$ cat src/rtl/ticket_call_scheduler.sv
// Ticket FIFO, officer arbiter and paced call announcement (IDLE -> CALL -> HOLD).
// Define FIXED_PRIORITY_EN for lowest-index-wins arbitration instead of round-robin.
module ticket_call_scheduler #(
    parameter int unsigned QUEUE_DEPTH = 8,
    parameter int unsigned TICKET_MAX  = 99,
    parameter int unsigned HOLD_CYCLES = 4
) (
    input  logic                               clk,
    input  logic                               reset,
    input  logic                               take_ticket,
    input  logic [3:0]                         officer_ready,
    output logic [6:0]                         issued_ticket,
    output logic                               issue_valid,
    output logic                               issue_reject,
    output logic [6:0]                         call_ticket,
    output logic [1:0]                         call_officer,
    output logic                               call_valid,
    output logic [$clog2(QUEUE_DEPTH+1)-1:0]   waiting_count,
    output logic                               queue_full,
    output logic                               queue_empty
);

    localparam int unsigned CW = $clog2(QUEUE_DEPTH + 1);
    localparam int unsigned AW = $clog2(QUEUE_DEPTH);
    localparam int unsigned HW = $clog2(HOLD_CYCLES + 1);

    typedef enum logic [1:0] {IDLE, CALL, HOLD} state_t;

    state_t        state, state_next;
    logic [6:0]    mem [QUEUE_DEPTH];
    logic [AW-1:0] wr_ptr, rd_ptr;
    logic [HW-1:0] hold_cnt;
    logic          push, pop, hold_done;
    logic [6:0]    next_ticket;
    logic [1:0]    grant;
    logic          found;

    // Pop only sees entries present before this edge, so a same-edge push to an empty queue waits.
    assign push        = take_ticket && !queue_full;
    assign pop         = (state == IDLE) && (|officer_ready) && !queue_empty;
    assign hold_done   = (hold_cnt == HW'(HOLD_CYCLES - 1));
    assign next_ticket = (issued_ticket == 7'(TICKET_MAX)) ? 7'd1 : issued_ticket + 7'd1;

`ifdef FIXED_PRIORITY_EN
    always_comb begin
        grant = '0;
        found = 1'b0;
        for (int unsigned i = 0; i < 4; i++) begin
            if (!found && officer_ready[2'(i)]) begin
                grant = 2'(i);
                found = 1'b1;
            end
        end
    end
`else
    logic [1:0] rr_ptr, idx;

    // Search starts one past the last granted officer, so it is visited last.
    always_comb begin
        grant = '0;
        found = 1'b0;
        idx   = '0;
        for (int unsigned i = 1; i <= 4; i++) begin
            idx = rr_ptr + 2'(i);
            if (!found && officer_ready[idx]) begin
                grant = idx;
                found = 1'b1;
            end
        end
    end

    always_ff @(posedge clk) begin
        if (reset) rr_ptr <= 2'd3;
        else if (pop) rr_ptr <= grant;
    end
`endif

    always_ff @(posedge clk) begin
        if (reset) state <= IDLE;
        else       state <= state_next;
    end

    always_comb begin
        state_next = state;
        case (state)
            IDLE:    if (pop) state_next = CALL;
            CALL:    state_next = HOLD;
            HOLD:    if (hold_done) state_next = IDLE;
            default: state_next = IDLE;
        endcase
    end

    always_comb begin
        call_valid  = (state == CALL);
        queue_full  = (waiting_count == CW'(QUEUE_DEPTH));
        queue_empty = (waiting_count == '0);
    end

    always_ff @(posedge clk) begin
        if (push) mem[wr_ptr] <= next_ticket;
    end

    always_ff @(posedge clk) begin
        if (reset) begin
            wr_ptr        <= '0;
            rd_ptr        <= '0;
            waiting_count <= '0;
            issued_ticket <= '0;
            issue_valid   <= 1'b0;
            issue_reject  <= 1'b0;
            call_ticket   <= '0;
            call_officer  <= '0;
            hold_cnt      <= '0;
        end else begin
            issue_valid  <= push;
            issue_reject <= take_ticket && queue_full;
            if (push) begin
                wr_ptr        <= wr_ptr + AW'(1);
                issued_ticket <= next_ticket;
            end
            if (pop) begin
                call_ticket  <= mem[rd_ptr];
                call_officer <= grant;
                rd_ptr       <= rd_ptr + AW'(1);
            end
            case ({push, pop})
                2'b10:   waiting_count <= waiting_count + CW'(1);
                2'b01:   waiting_count <= waiting_count - CW'(1);
                default: waiting_count <= waiting_count;
            endcase
            if (state == HOLD) hold_cnt <= hold_cnt + HW'(1);
            else               hold_cnt <= '0;
        end
    end

endmodule

$ cat config.mk
export PLATFORM = sky130hd
export DESIGN_NAME = ticket_call_scheduler
export DESIGN_NICKNAME = d
export VERILOG_FILES = /design/src/rtl/ticket_call_scheduler.sv
export SDC_FILE = /design/constraint.sdc
export NUM_CORES = 1
export LEC_CHECK = 0
export BUFFER_PORTS_ARGS = -buffer_cell sky130_fd_sc_hd__buf_2
export CAP_MARGIN = 20
export CORE_UTILIZATION = 45
export CTS_CLUSTER_DIAMETER = 60
export CTS_CLUSTER_SIZE = 14
export DETAILED_ROUTE_END_ITERATION = 12
export GPL_TIMING_DRIVEN = 0
export SLEW_MARGIN = 10
export SYNTH_ARGS = -nofsm -noshare
export SYNTH_HDL_FRONTEND = slang
export SYNTH_SLANG_ARGS = --single-unit
$ cat constraint.sdc
create_clock -name clk -period 7.1 [get_ports clk]
set_input_delay 1.42 -clock clk [delete_from_list [all_inputs] [get_ports clk]]
set_output_delay 1.42 -clock clk [all_outputs]
set_load 0.1 [all_outputs]
Yosys cells after proc, flatten, opt, wreduce, memory -nomap -nowiden. Memory sizes are Yosys's and may differ from the RTL's. A register that Yosys moved wholly into a read port is not among the register bits. Cells that the tools add are included. W data, S select, Z words.

Add/subtract/negate cells: 9. Multipliers: 0. Div/mod/pow operators: 0. Order comparisons: 4. Eq/ne operators: 9. Shifts and indexed selects: 0. Multiplexer cells: 22. Bitwise operators: 1. Reductions and logical operators: 18.

Operators with widths (number): $lt A2 B3 Y1 const B (4); $mux W2 (6); $add A3 B1 Y3 const B (3); $mux W1 (9); $bmux W1 S2 (4); $pmux W4 S2 (1); $add A7 B1 Y7 const B (1); $eq A7 B7 Y1 const B (1); $logic_and A1 B1 Y1 (7); $mux W7 (1); $pmux W2 S3 (1); $logic_not A1 Y1 (5); $add A2 B2 Y2 const B (2); $add A4 B1 Y4 const B (1); $eq A2 B1 Y1 const B (2); $eq A2 B2 Y1 const B (2); $eq A4 B4 Y1 const B (1); $logic_not A4 Y1 (1); $ne A2 B2 Y1 const B (2); $reduce_or A4 Y1 (1); $sub A4 B1 Y4 const B (1); $eq A3 B2 Y1 const B (1); $add A2 B1 Y2 const B (1); $logic_not A2 Y1 (1); 4 further kinds (4).

Flip-flop bits (word level): 28. Latch bits: 0. RAM bits: 56. Bits in read-only memories: 0. Input bits: 7. Output and inout port bits: 25. Word-level logic and storage cells: 74. Memories: 1.

Memory list: mem (words 8, bits a word 7, read ports 1, clocked after memory_dff 1, wr ports 1, RTL line 30) `logic [6:0] mem [QUEUE_DEPTH];`.

Longest topological paths before layout.
Depth after elaboration: 13. Mapped depth: 13. Gate-level depth less buffers: 10.

Worst setup path before layout. OpenSTA, ideal clock, no wires.

Kind: register to register. Start: reg waiting_count[0]. End: reg waiting_count[3]. Setup time: 121 ps. Arrival: 5836 ps. Required time: 6979 ps. Setup slack: 1143 ps. Stages on the path, launching flop included: 12. Buffers on the path: 2. Clock period less this slack: 5957 ps. Path through: dfxtp_1 nor4_1 or4_1 buf_2 inv_2 buf_2 ha_1 ha_1 a21o_1 a21oi_1 mux2i_1 mux2_2.

Cells in the longest elaborated chain, start to end: 5. Elaborated cells on any way between the ends: 12. Classes of those cells: 2 x add/sub; 3 x eq/ne; 1 x mux; 6 x reduce/logical.

RTL lines: start: declaration (RTL line 18) `output logic [$clog2(QUEUE_DEPTH+1)-1:0] waiting_count,`; start signal: assignment (RTL line 127) `2'b10: waiting_count <= waiting_count + CW'(1);`; start signal: assignment (RTL line 128) `2'b01: waiting_count <= waiting_count - CW'(1);`; start signal: assignment (RTL line 129) `default: waiting_count <= waiting_count;`; $logic_not A4 Y1 * (RTL line 96) `queue_empty = (waiting_count == '0);`; via queue_empty (RTL line 20) `output logic queue_empty`; $logic_not A1 Y1 * (RTL line 40) `assign pop = (state == IDLE) && (|officer_ready) && !queue_empty;`; $logic_and A1 B1 Y1 * (RTL line 40); via pop (RTL line 33) `logic push, pop, hold_done;`; $eq A2 B1 Y1 / $eq A2 B2 Y1 (equally long branches) (RTL line 126) `case ({push, pop})`; $pmux W4 S2 / $reduce_bool A2 Y1 (equally long branches).

The timed path passes the listed nets; every way through them passes the cells marked *. A chain may end at the register's enable or synchronous reset.

Worst setup path after layout.
Start: in officer_ready[1]. End: reg waiting_count[3].

Cells in the longest elaborated chain, start to end: 5. Elaborated cells on any way between the ends: 7. Classes of those cells: 2 x eq/ne; 1 x mux; 4 x reduce/logical.

RTL lines: start: declaration (RTL line 11) `input logic [3:0] officer_ready,`; $reduce_or A4 Y1 * (RTL line 40); $logic_and A1 B1 Y1 * (2 in a row) (RTL line 40); via pop (RTL line 33); $eq A2 B1 Y1 / $eq A2 B2 Y1 (equally long branches) (RTL line 126); $pmux W4 S2 / $reduce_bool A2 Y1 (equally long branches).

Marked as above.

==> out/qor.txt <==
Fin crit share - 52.43%
Timing-limited maximum frequency - 268.6 MHz
Worst Setup Slack post-DPL - 2.982 ns
Antenna-violating nets left - 0
Drt total wl - 7545 µm
Mean number of vias per cell - 5.271
Total power divided by cell area - 380.5 nW/µm²
Buffer depth of the longest clock path - 2
Area enclosed by the die boundary - 9092 µm²
Number of different library cells in the post-synthesis netlist - 53
Count of clock tree sinks - 91
Overall routing resource usage - 18.55%
Slowest stage cell on the critical path - nor4_1
Top fanout value on the critical path - 10
Largest clock skew in the final design - 0.01053 ns
Slew of the pin with the lowest slew margin - 0.8279 ns
Leading cell type by number of instances after synthesis - edfxtp_1
Setup WS post-layout - 3.377 ns
DRC errors left - 0
Number of non-filler instances in the completed layout - 451
Type of element capturing the critical path - flop
Worst-case register-to-register setup slack - 3.99 ns
Starting utilization of the core area - 47.01%
Leakage component of the power - 1.633 nW
Storage element area - 2382 µm²
Post-route core utilization - 53.06%
Multi-input logic area - 1395 µm²
Hold Fails Final Rpt - 0
H-tree levels - 3
Via count of the first global-routing pass - 2,223
Cell at the root of the clock tree - clkbuf_8
Critical path class - in -> reg
Most frequent cell on the critical path - buf_2
Fraction of layout instances using a drive strength above 1 - 24.57%
Post-DP HPWL - 5336 µm
Synth async-reset ratio - 0%
Synth Flop Type - edfxtp_1
EDFF count, synth - 56
Reg-to-reg startpoint - waiting_count[0]$_SDFFE_PP0P_
Total I/O pin count - 32
Cell Area, Placed - 4237 µm²
Routability cong. - 0.7782
Cell type group with the largest total delay on the critical path - multiplexers
Total design power - 1.684 mW
Classification of the worst-slack hold path - reg -> reg
Total buffers and inverters traversed by the critical path - 4
Final setup fails - 0
Number of cells traversed by the worst register-to-register path - 12
Cell area after synthesis - 3921 µm²
Core area - 8341 µm²
Height of the chip - 95.35 µm
Worst Hold Endpoint - hold_cnt[0]$_SDFF_PP0_
Buffers inserted during post-CTS setup optimization - 0
Crit path cell chain - buf_2 -> nor4_1 -> or4_1 -> buf_2 -> inv_2 -> buf_2 -> ha_1 -> ha_1 -> a21o_1 -> a21oi_1 -> mux2i_1 -> mux2_2
Arrival time reported for the critical path endpoint - 3.99 ns
PortBufs - 28
Max-cap check violation count - 0
Clock latency at the later pin of the worst-skew pair - 0.36 ns
Top cell type by total area after synthesis - edfxtp_1
DIE WIDTH - 95.35 µm
Mean post-synth cell area - 13.20 µm²
Pins over their slew limit - 0
NumNets Final - 357
Worst Hold Launch - hold_cnt[0]$_SDFF_PP0_
Cell types with the largest area share after synthesis - edfxtp_1 (43%), dfxtp_1 (18%), mux4_2 (8.0%)
Worst IR drop on VDD - 159.6 µV
Area growth, synth to finish - 12.86%
Fill cell instance count of the final layout - 736
Synthesized instance count - 297
Worst slew margin relative to its limit - 44.20%
Critical Path RT - 7.36 ns
Unrepaired setup endpoints after global routing - no
Finished Cell Area - 4425 µm²
Post-DR wirelength/cell - 16.73 µm
First-pass GRT wire length - 12,030 µm
Number of cells traversed by the worst hold path - 1
Fraction of the yosys area taken by sequential cells - 60.75%
Largest stage delay, worst path - 0.39 ns
Number of diodes - 0
Number of buffers created by CTS - 9
Commonest cells post-synth - edfxtp_1 (56), nor2_1 (39), dfxtp_1 (35)
Final hold slack - 0.4226 ns
Share of the synthesized area in the top cell type - 42.88%
Register clock-pin slew on the reported worst setup and hold paths - 0.10 ns
Sum of negative setup slack - 0 ns
Initial antenna violation count - 0
Outcome - finished, final reports clean
Pin count of the biggest net entering global routing - 18
Critical Path Start Type - input pin
Global route total overflow - 0
Number of gates resized after cts - 0
Number of flip-flops and latches in the synthesized netlist - 91
TritonCTS clock tree - yes
Min Clock Period, post-route - 3.723 ns
Iter 0 DRT Violations - 94
First-pass iteration count of the detailed router - 4
Detailed-route via count - 2,377
Syn_nets - 313
Count of cell instances traversed by the critical path - 12
Hold Buf Count CTS - 0
Site row count - 33
Yosys synthesis warning count - 0
Cell Count Post-Placement - 434
R2r endpoint - waiting_count[3]$_SDFFE_PP0P_
state kept, by name, indices dropped and copies added, names as in the netlist:
| register | flops |
|---|---|
| rd_ptr | 3 |
| issue_reject | 1 |
| waiting_count | 4 |
| issued_ticket | 7 |
| rr_ptr | 2 |
| hold_cnt | 3 |
| call_ticket | 7 |
| issue_valid | 1 |
| wr_ptr | 3 |
| call_officer | 2 |
| mem | 56 |
| state | 2 |
final cells by class:
cell class              count  share of cell area (%)
flip-flops and latches     91                   53.83
multi-input cells         174                   31.52
repair buffers             33                   3.958
well taps                 105                   2.969
clock buffers               9                   2.799
plain buffers              21                   2.516
clock inverters             7                   1.357
inverters                  11                   1.046
metal layers:
layer	global-route usage, %	part of all wire [%]
met3	3.190	4.4
met5	0	0
met2	29.76	48
met4	8.333	0.94
met1	24.63	47
worst max path at each step:
stage | to | slack [ns] | startpoint
floorplan | waiting_count[3]$_SDFFE_PP0P_ | 1.14 | waiting_count[0]$_SDFFE_PP0P_
global placement | waiting_count[3]$_SDFFE_PP0P_ | 2.98 | officer_ready[1]
detailed placement | waiting_count[3]$_SDFFE_PP0P_ | 2.98 | officer_ready[1]
CTS | waiting_count[3]$_SDFFE_PP0P_ | 3.38 | officer_ready[1]
global route | waiting_count[3]$_SDFFE_PP0P_ | 3.22 | officer_ready[1]
finish | waiting_count[3]$_SDFFE_PP0P_ | 3.38 | officer_ready[1]
where the power goes:
group / internal [mW] / switching, mW
clock network: 0.133 / 0.201
logic: 0.202 / 0.475
registers: 0.627 / 0.0446
kinds of logic after synthesis:
family | after synthesis | share of synthesized area [%]
AOI/OAI and AO/OA | 35 | 6.382
DFF | 91 | 60.75
adders and majority gates | 9 | 3.063
and+or+nand+nor | 94 | 12.48
xor gates and xnor gates | 12 | 2.680
muxes | 24 | 10.63
buffers and inverters | 32 | 4.020
layout by cell type (no fill, tap or decap), drive strengths merged, types with 9 or more instances in the layout:
cell type  instances
a21oi             11
buf               45
clkbuf            18
dfxtp             35
edfxtp            56
inv               13
mux2i              9
mux4              14
nand2             11
nor2              39
Power figures use the tool's default switching activity.
